File: src/rtl/delay_config_controller_pkg.sv
`default_nettype none
// ============================================================================
// Module   : beamformer_pkg
// Purpose  : Shared sizing constants and FSM state encoding for the delay
//            configuration controller of the beamformer.
// Revision : 1.0  initial release
// ============================================================================
package beamformer_pkg;

  // Depth of each per-channel delay buffer; legal delays are 0..BUFFER_SIZE-1.
  localparam int BUFFER_SIZE       = 10;
  // One extra bit so that out-of-range delays (>= BUFFER_SIZE) are representable
  // and can be detected and rejected rather than silently wrapping.
  localparam int INDEX_WIDTH       = $clog2(BUFFER_SIZE) + 1;
  localparam int CHANNEL_SEL_WIDTH = 3;
  localparam int WORD_BITS         = CHANNEL_SEL_WIDTH + INDEX_WIDTH;
  // Length of one serial configuration word as seen by beamformer blocks.
  localparam int NUMBER_OF_BITS    = WORD_BITS;

  typedef enum logic [1:0] {
    IDLE  = 2'd0,
    SHIFT = 2'd1,
    CHECK = 2'd2
  } state_t;

endpackage : beamformer_pkg
`default_nettype wire

File: src/rtl/delay_config_controller_if.sv
`default_nettype none
// ============================================================================
// Module   : delay_config_controller_if
// Purpose  : Serial configuration port, frame strobe and delay/status outputs
//            of the delay configuration controller.
// Revision : 1.0  initial release
// ============================================================================
interface delay_config_controller_if #(
  parameter int NUMBER_OF_CHANNELS = 8,
  parameter int INDEX_WIDTH        = beamformer_pkg::INDEX_WIDTH
) ();

  logic                                       cfg_sclk;
  logic                                       cfg_data;
  logic                                       cfg_en;
  logic                                       ws;
  logic [NUMBER_OF_CHANNELS*INDEX_WIDTH-1:0]  read_index;
  logic                                       pending;
  logic                                       commit_pulse;
  logic                                       cfg_error;
  logic                                       busy;

  // Configuration host / frame source side
  modport master (
    output cfg_sclk, cfg_data, cfg_en, ws,
    input  read_index, pending, commit_pulse, cfg_error, busy
  );

  // Controller side
  modport slave (
    input  cfg_sclk, cfg_data, cfg_en, ws,
    output read_index, pending, commit_pulse, cfg_error, busy
  );

endinterface : delay_config_controller_if
`default_nettype wire

File: src/rtl/delay_config_controller_sync.sv
`default_nettype none
// ============================================================================
// Module   : sync_edge_detect
// Purpose  : Two-flop synchronizer for an asynchronous input with rising and
//            falling edge strobes derived against one further registered copy.
// Revision : 1.0  initial release
// ============================================================================
module sync_edge_detect (
  input  wire logic clk,
  input  wire logic reset,
  input  wire logic i_async,
  output logic      o_sync,
  output logic      o_rise,
  output logic      o_fall
);

  logic r_meta;
  logic r_sync;
  logic r_prev;

  // Synchronizer chain plus one history flop for edge detection.
  always_ff @(posedge clk) begin
    if (reset) begin
      r_meta <= 1'b0;
      r_sync <= 1'b0;
      r_prev <= 1'b0;
    end else begin
      r_meta <= i_async;
      r_sync <= r_meta;
      r_prev <= r_sync;
    end
  end

  assign o_sync = r_sync;
  assign o_rise = r_sync & ~r_prev;
  assign o_fall = ~r_sync & r_prev;

endmodule : sync_edge_detect
`default_nettype wire

File: src/rtl/delay_config_controller.sv
`default_nettype none
// ============================================================================
// Module   : delay_config_controller
// Purpose  : Receives serial per-channel delay words into a shadow bank and
//            commits the whole bank to the active delays on an I2S frame
//            boundary, so all channels switch delay on the same sample.
// Revision : 1.0  initial release
// ============================================================================
module delay_config_controller #(
  parameter int NUMBER_OF_CHANNELS = 8,
  parameter int BUFFER_SIZE        = beamformer_pkg::BUFFER_SIZE,
  parameter int INDEX_WIDTH        = $clog2(BUFFER_SIZE) + 1
) (
  input  wire logic                  clk,
  input  wire logic                  reset,
  delay_config_controller_if.slave   cfg_bus
);

  import beamformer_pkg::state_t;
  import beamformer_pkg::IDLE;
  import beamformer_pkg::SHIFT;
  import beamformer_pkg::CHECK;

  localparam int c_CHAN_W    = beamformer_pkg::CHANNEL_SEL_WIDTH;
  localparam int c_WORD_BITS = c_CHAN_W + INDEX_WIDTH;
  localparam int c_CNT_W     = $clog2(c_WORD_BITS + 2);
  localparam logic [c_CNT_W-1:0] c_CNT_WORD = c_CNT_W'(c_WORD_BITS);
  // Saturation point: one past a full word is enough to flag "too long".
  localparam logic [c_CNT_W-1:0] c_CNT_MAX  = c_CNT_W'(c_WORD_BITS + 1);

  // Synchronized control strobes
  logic w_sclk_sync, w_sclk_rise, w_sclk_fall;
  logic w_en_sync,   w_en_rise,   w_en_fall;
  logic w_ws_sync,   w_ws_rise,   w_ws_fall;

  sync_edge_detect u_sync_sclk (
    .clk     (clk),
    .reset   (reset),
    .i_async (cfg_bus.cfg_sclk),
    .o_sync  (w_sclk_sync),
    .o_rise  (w_sclk_rise),
    .o_fall  (w_sclk_fall)
  );

  sync_edge_detect u_sync_en (
    .clk     (clk),
    .reset   (reset),
    .i_async (cfg_bus.cfg_en),
    .o_sync  (w_en_sync),
    .o_rise  (w_en_rise),
    .o_fall  (w_en_fall)
  );

  sync_edge_detect u_sync_ws (
    .clk     (clk),
    .reset   (reset),
    .i_async (cfg_bus.ws),
    .o_sync  (w_ws_sync),
    .o_rise  (w_ws_rise),
    .o_fall  (w_ws_fall)
  );

  // Level and unused-edge outputs of the synchronizers are not needed here.
  logic w_unused_sync;
  assign w_unused_sync = &{1'b0, w_sclk_sync, w_sclk_fall, w_en_sync, w_ws_sync, w_ws_fall};

  logic r_data_meta;
  logic r_data_sync;

  // Data only needs level synchronization; it has the same two-flop delay as
  // the sclk path, so data and its strobe stay aligned.
  always_ff @(posedge clk) begin
    if (reset) begin
      r_data_meta <= 1'b0;
      r_data_sync <= 1'b0;
    end else begin
      r_data_meta <= cfg_bus.cfg_data;
      r_data_sync <= r_data_meta;
    end
  end

  state_t                   r_state;
  state_t                   w_state_next;
  logic [c_WORD_BITS-1:0]   r_shift;
  logic [c_CNT_W-1:0]       r_bit_cnt;
  logic [INDEX_WIDTH-1:0]   r_shadow [NUMBER_OF_CHANNELS];
  logic [INDEX_WIDTH-1:0]   r_active [NUMBER_OF_CHANNELS];
  logic                     r_pending;
  logic                     r_commit_pulse;
  logic                     r_cfg_error;

  logic [c_CHAN_W-1:0]      w_channel;
  logic [INDEX_WIDTH-1:0]   w_delay;
  logic                     w_accept;
  logic                     w_reject;
  logic                     w_commit;

  assign w_channel = r_shift[c_WORD_BITS-1 -: c_CHAN_W];
  assign w_delay   = r_shift[INDEX_WIDTH-1:0];

  // Word validation is only meaningful during the single CHECK cycle.
  always_comb begin
    w_accept = 1'b0;
    w_reject = 1'b0;
    if (r_state == CHECK) begin
      if ((r_bit_cnt == c_CNT_WORD) &&
          (32'(w_channel) < NUMBER_OF_CHANNELS) &&
          (32'(w_delay) <= BUFFER_SIZE - 1)) begin
        w_accept = 1'b1;
      end else begin
        w_reject = 1'b1;
      end
    end
  end

  assign w_commit = w_ws_rise & r_pending;

  // FSM state register.
  always_ff @(posedge clk) begin
    if (reset) begin
      r_state <= IDLE;
    end else begin
      r_state <= w_state_next;
    end
  end

  // FSM next-state decode.
  always_comb begin
    w_state_next = r_state;
    case (r_state)
      IDLE:    if (w_en_rise) w_state_next = SHIFT;
      SHIFT:   if (w_en_fall) w_state_next = CHECK;
      CHECK:   w_state_next = IDLE;
      default: w_state_next = IDLE;
    endcase
  end

  // Serial word capture; an sclk edge coinciding with the end of the word is
  // dropped so the bit count reflects only edges seen inside the enable window.
  always_ff @(posedge clk) begin
    if (reset) begin
      r_shift   <= '0;
      r_bit_cnt <= '0;
    end else if ((r_state == IDLE) && w_en_rise) begin
      r_shift   <= '0;
      r_bit_cnt <= '0;
    end else if ((r_state == SHIFT) && !w_en_fall && w_sclk_rise) begin
      r_shift <= {r_shift[c_WORD_BITS-2:0], r_data_sync};
      if (r_bit_cnt != c_CNT_MAX) begin
        r_bit_cnt <= r_bit_cnt + 1'b1;
      end
    end
  end

  // Shadow bank, pending flag and sticky error. A write accepted in the same
  // cycle as a commit wins the pending flag so it goes out on the next frame.
  always_ff @(posedge clk) begin
    if (reset) begin
      for (int n = 0; n < NUMBER_OF_CHANNELS; n++) begin
        r_shadow[n] <= '0;
      end
      r_pending   <= 1'b0;
      r_cfg_error <= 1'b0;
    end else begin
      if (w_accept) begin
        r_shadow[w_channel] <= w_delay;
        r_pending           <= 1'b1;
      end else if (w_commit) begin
        r_pending <= 1'b0;
      end
      if (w_reject) begin
        r_cfg_error <= 1'b1;
      end
    end
  end

  // Active bank copies the pre-write shadow on a frame boundary with a pending
  // update; the commit strobe marks the cycle the new delays appear.
  always_ff @(posedge clk) begin
    if (reset) begin
      for (int n = 0; n < NUMBER_OF_CHANNELS; n++) begin
        r_active[n] <= '0;
      end
      r_commit_pulse <= 1'b0;
    end else begin
      r_commit_pulse <= w_commit;
      if (w_commit) begin
        for (int n = 0; n < NUMBER_OF_CHANNELS; n++) begin
          r_active[n] <= r_shadow[n];
        end
      end
    end
  end

  logic [NUMBER_OF_CHANNELS*INDEX_WIDTH-1:0] w_read_index;

  // Flatten the active bank onto the output bus, channel n at field n.
  always_comb begin
    w_read_index = '0;
    for (int n = 0; n < NUMBER_OF_CHANNELS; n++) begin
      w_read_index[n*INDEX_WIDTH +: INDEX_WIDTH] = r_active[n];
    end
  end

  assign cfg_bus.read_index   = w_read_index;
  assign cfg_bus.pending      = r_pending;
  assign cfg_bus.commit_pulse = r_commit_pulse;
  assign cfg_bus.cfg_error    = r_cfg_error;
  assign cfg_bus.busy         = (r_state != IDLE);

endmodule : delay_config_controller
`default_nettype wire

File: src/flat_wrapper.sv
// flat-port wrapper written by rule: the top's interface ports become plain ports
module delay_config_controller_flat import beamformer_pkg::state_t; import beamformer_pkg::IDLE; import beamformer_pkg::SHIFT; import beamformer_pkg::CHECK;
#(
  parameter int NUMBER_OF_CHANNELS = 8,
  parameter int BUFFER_SIZE        = beamformer_pkg::BUFFER_SIZE,
  parameter int INDEX_WIDTH        = $clog2(BUFFER_SIZE) + 1
)
  (clk, reset, cfg_bus_cfg_sclk, cfg_bus_cfg_data, cfg_bus_cfg_en, cfg_bus_ws, cfg_bus_read_index, cfg_bus_pending, cfg_bus_commit_pulse, cfg_bus_cfg_error, cfg_bus_busy);
  delay_config_controller_if #(.NUMBER_OF_CHANNELS(NUMBER_OF_CHANNELS), .INDEX_WIDTH(INDEX_WIDTH)) cfg_bus_i ();
  input  wire logic clk;
  input  wire logic reset;
  input wire logic [$bits(cfg_bus_i.cfg_sclk)-1:0] cfg_bus_cfg_sclk;
  input wire logic [$bits(cfg_bus_i.cfg_data)-1:0] cfg_bus_cfg_data;
  input wire logic [$bits(cfg_bus_i.cfg_en)-1:0] cfg_bus_cfg_en;
  input wire logic [$bits(cfg_bus_i.ws)-1:0] cfg_bus_ws;
  output wire logic [$bits(cfg_bus_i.read_index)-1:0] cfg_bus_read_index;
  output wire logic [$bits(cfg_bus_i.pending)-1:0] cfg_bus_pending;
  output wire logic [$bits(cfg_bus_i.commit_pulse)-1:0] cfg_bus_commit_pulse;
  output wire logic [$bits(cfg_bus_i.cfg_error)-1:0] cfg_bus_cfg_error;
  output wire logic [$bits(cfg_bus_i.busy)-1:0] cfg_bus_busy;
  assign cfg_bus_i.cfg_sclk = cfg_bus_cfg_sclk;
  assign cfg_bus_i.cfg_data = cfg_bus_cfg_data;
  assign cfg_bus_i.cfg_en = cfg_bus_cfg_en;
  assign cfg_bus_i.ws = cfg_bus_ws;
  assign cfg_bus_read_index = cfg_bus_i.read_index;
  assign cfg_bus_pending = cfg_bus_i.pending;
  assign cfg_bus_commit_pulse = cfg_bus_i.commit_pulse;
  assign cfg_bus_cfg_error = cfg_bus_i.cfg_error;
  assign cfg_bus_busy = cfg_bus_i.busy;
  delay_config_controller #(.NUMBER_OF_CHANNELS(NUMBER_OF_CHANNELS), .BUFFER_SIZE(BUFFER_SIZE), .INDEX_WIDTH(INDEX_WIDTH)) u_core (.clk(clk), .reset(reset), .cfg_bus(cfg_bus_i));
endmodule
File: config.mk
export PLATFORM = sky130hd
export DESIGN_NAME = delay_config_controller_flat
export DESIGN_NICKNAME = d
export VERILOG_FILES = /design/src/rtl/delay_config_controller_pkg.sv /design/src/rtl/delay_config_controller_if.sv /design/src/rtl/delay_config_controller_sync.sv /design/src/rtl/delay_config_controller.sv /design/src/flat_wrapper.sv
export SDC_FILE = /design/constraint.sdc
export NUM_CORES = 1
export LEC_CHECK = 0
export BUFFER_PORTS_ARGS = -buffer_cell sky130_fd_sc_hd__buf_2
export CORE_MARGIN = 5
export CORE_UTILIZATION = 47
export CTS_CLUSTER_SIZE = 16
export DETAILED_ROUTE_END_ITERATION = 10
export GPL_ROUTABILITY_DRIVEN = 0
export PLACE_DENSITY = 0.79
export SYNTH_ARGS = -nofsm -noshare
export SYNTH_HDL_FRONTEND = slang
export SYNTH_SLANG_ARGS = --single-unit
File: constraint.sdc
create_clock -name clk -period 2.2 [get_ports clk]
set_input_delay 0.33 -clock clk [delete_from_list [all_inputs] [get_ports clk]]
set_output_delay 0.33 -clock clk [all_outputs]
set_load 0.02 [all_outputs]
==> results.txt <==
Status - finished, final reports clean
Clock Root Buffer - clkbuf_8
Grt ovf - 0
Reg area - 0.00296 mm2
Finished Core Util - 55.2%
# DRC - 0
Crit path max fanout - 10
Wirelength per Cell - 13.5 um
Slew headroom - 47.4%
Worst Hold End - u_core.u_sync_ws.r_meta
Drt total wl - 6.52 mm
WP data required - 2.30 ns
Clk pwr share - 32.9%
Fill cells - 695
Hold crit path type - in2reg
FMAX - 527 MHz
Synth top area share - 58.9%
CP Buf/Inv Count - 3
Worst reg2reg path depth - 7
Vias in the first global route - 2,300
Mapped Cells - 303
Hold depth - 2
Yosys reg bits - 108
First-pass GRT wire length - 10.8 mm
Final setup violation count - 0
Critical path's top delay family - buffers and inverters
Rows - 34
Largest net degree at the start of global routing - 41
Critical Path Max Stage Delay - 0.36 ns
Detailed-placement wirelength estimate - 4.58 mm
Port Buffers - 49
Internal power - 2.88 mW
Worst-Margin Slew - 0.789 ns
Cell taking the most area after synthesis - edfxtp_1
P_leak - 1.71 nW
Die Ht - 103 um
Critical path class - reg2reg
Design Area, Final - 0.00475 mm2
Sequential Power Share - 61.9%
Clock skew - 0.0113 ns
Post-cts hold buffer count - 0
Peak supply drop - 0.000276 V
Worst-Skew Late Latency - 0.37 ns
Initial Util - 47.4%
Sequential fraction of the synthesis area - 72.7%
Iteration-0 DRC Markers - 131
Post-cts sizing count - 0
Nets@finish - 380
Period utilization - 86.2%
Initial antenna violation count - 0
NetSw - 0.835 mW
Leading cell type in the layout, fill and taps excluded - edfxtp_1
Synth Cell Area - 0.00408 mm2
Worst r2r src - u_core.r_bit_cnt[0]
Syn Area/Cell - 13.4 um2
DR vias/cell - 4.91
Clock Path Buffers - 2
Unique masters post-synth - 39
PwrDens - 783 mW/mm2
Core footprint - 0.00859 mm2
Most frequent cells in the layout - 80 x edfxtp_1, 49 x buf_2, 33 x nor2_1, 31 x and2_1, 28 x dfxtp_1
CTS tree - yes
CP Capture Type - register
Die ar. - 0.0106 mm2
Share of layout cells above drive strength 1 - 23.9%
Top post-synthesis cells by area - edfxtp_1 59%, dfxtp_1 14%, and2_1 4.8%
Io pins - 50
CTS HTree Levels - 3
Min Tclk post-route - 1.90 ns
Logic gate share of total power - 5.3%
Number of diodes - 0
Critical Path AT - 1.99 ns
Yosys warning count - 0
Placed Area - 0.00454 mm2
Chip width - 103 um
FF-to-FF setup slack - 0.30 ns
R2R Path End - u_core.r_shadow[7][2]
Total GRT Usage - 13.5%
Area Overhead vs Synth - 16.5%
Initial DRT Pass Iterations - 4
Final Hold Vio Count - 0
CP dominant cell by count - buf_4
Final TNS setup - 0 ns
Max-Cap Viols - 0
Via Count - 2,376
Unrepaired setup endpoints after global routing - no
Postcts setup bufs - 0
Max-slew violation total from the final report - 0
Critical path, cell by cell - inv_1 > ha_1 > nor4bb_1 > buf_4 > nand4_2 > o21ai_0 > buf_4
Worst setup SP type - register
Sw frac - 22.5%
Antenna-violating nets left - 0
CTS sink cnt - 108
Area of the multi-input gates - 0.00105 mm2
Max stage delay cell, worst path - dfxtp_1
Reg clk slew, reported paths - 0.10 ns
CTS Buf Count - 9
Hold Startpoint - cfg_bus_ws
-- sequential cells by signal, indices dropped and copies added (netlist names), 2 cells and up --
name and flops:
u_core.r_active 40, u_core.r_shadow 40, u_core.r_shift 8, u_core.r_bit_cnt 4, u_core.r_state 2
-- power groups by stage --
stage               Combinational [mW]  Sequential (mW)  Clock (mW)
global placement                 0.193             2.34           0
CTS                              0.199             2.30        1.25
floorplan                       0.0639             2.40           0
global route                     0.212             2.31        1.32
finish                           0.196             2.30        1.22
detailed placement               0.199             2.35           0
-- how the worst max path moves through the flow --
| stage | startpoint | to | slack (ns) | cells after the start |
|---|---|---|---|---|
| after global routing | u_core.r_bit_cnt[1] | u_core.r_shadow[6][2] | 0.17 | 7 |
| after global placement | u_core.r_bit_cnt[0] | u_core.r_shadow[7][4] | 0.35 | 7 |
| after CTS | u_core.r_bit_cnt[0] | u_core.r_shadow[7][2] | 0.31 | 7 |
| final | u_core.r_bit_cnt[0] | u_core.r_shadow[7][2] | 0.30 | 7 |
| after floorplan | u_core.r_bit_cnt[0] | u_core.r_shadow[2][0] | 0.20 | 6 |
| after detailed placement | u_core.r_bit_cnt[0] | u_core.r_shadow[7][2] | 0.32 | 7 |
-- layer usage --
metal | vias up | part of all wire [%] | track usage [%]
met5 | - | 0 | 0
met4 | 0 | 2.0 | 5.78
met1 | 1111 | 39 | 15.2
met2 | 62 | 52 | 23.7
met3 | 12 | 7.0 | 3.86
li1 | 1191 | - | -
-- kinds of logic (layout without fill, tap and decap cells) --
logic type      after synthesis  in the layout  share of synthesized area, %
flops                       108            108                          72.7
fa+ha+maj                     3              3                         0.921
mux                           2              2                         0.491
simple gates                135            135                          19.0
buf+inv                      19             85                          2.06
compound gates               35             35                          4.70
other cells                   1              8                        0.0920
-- Yosys cell counts (all sizes together) --
master,number
o21a,1
nor4bb,1
mux2i,2
nand2,14
or2b,1
a21oi,12
and3b,1
o21bai,1
and2,31
o31ai,2
or2,1
nand4bb,1
ha,3
nor3b,1
nand2b,1
nor2b,25
or4b,1
nand4,5
buf,5
and3,1
clkbuf,9
inv,5
nand3,14
o21ai,18
a211oi,1
edfxtp,80
nor2,33
or4,1
nor3,2
dfxtp,28
and4bb,1
conb,1
-- final cells by class --
type / count / share of cell area (%)
sequential: 108 / 62.4
multi-input combinational: 183 / 22.2
tap: 108 / 2.85
clock buffer: 9 / 2.61
clock inverter: 7 / 1.69
inverter: 5 / 0.395
timing repair buffer: 64 / 7.80
-- per-stage QoR --
stage | hold slack, ns | std cells | worst slack [ns] | power, mW
6_report | 0.163 | 484 | 0.304 | 3.72
2_1_floorplan | 0.402 | 310 | 0.196 | 2.47
3_3_place_gp | 0.418 | 468 | 0.347 | 2.54
5_1_grt | 0.157 | 484 | 0.166 | 3.85
4_1_cts | 0.151 | 484 | 0.309 | 3.75
3_5_place_dp | 0.422 | 468 | 0.318 | 2.55
Power figures use the tool's default switching activity.
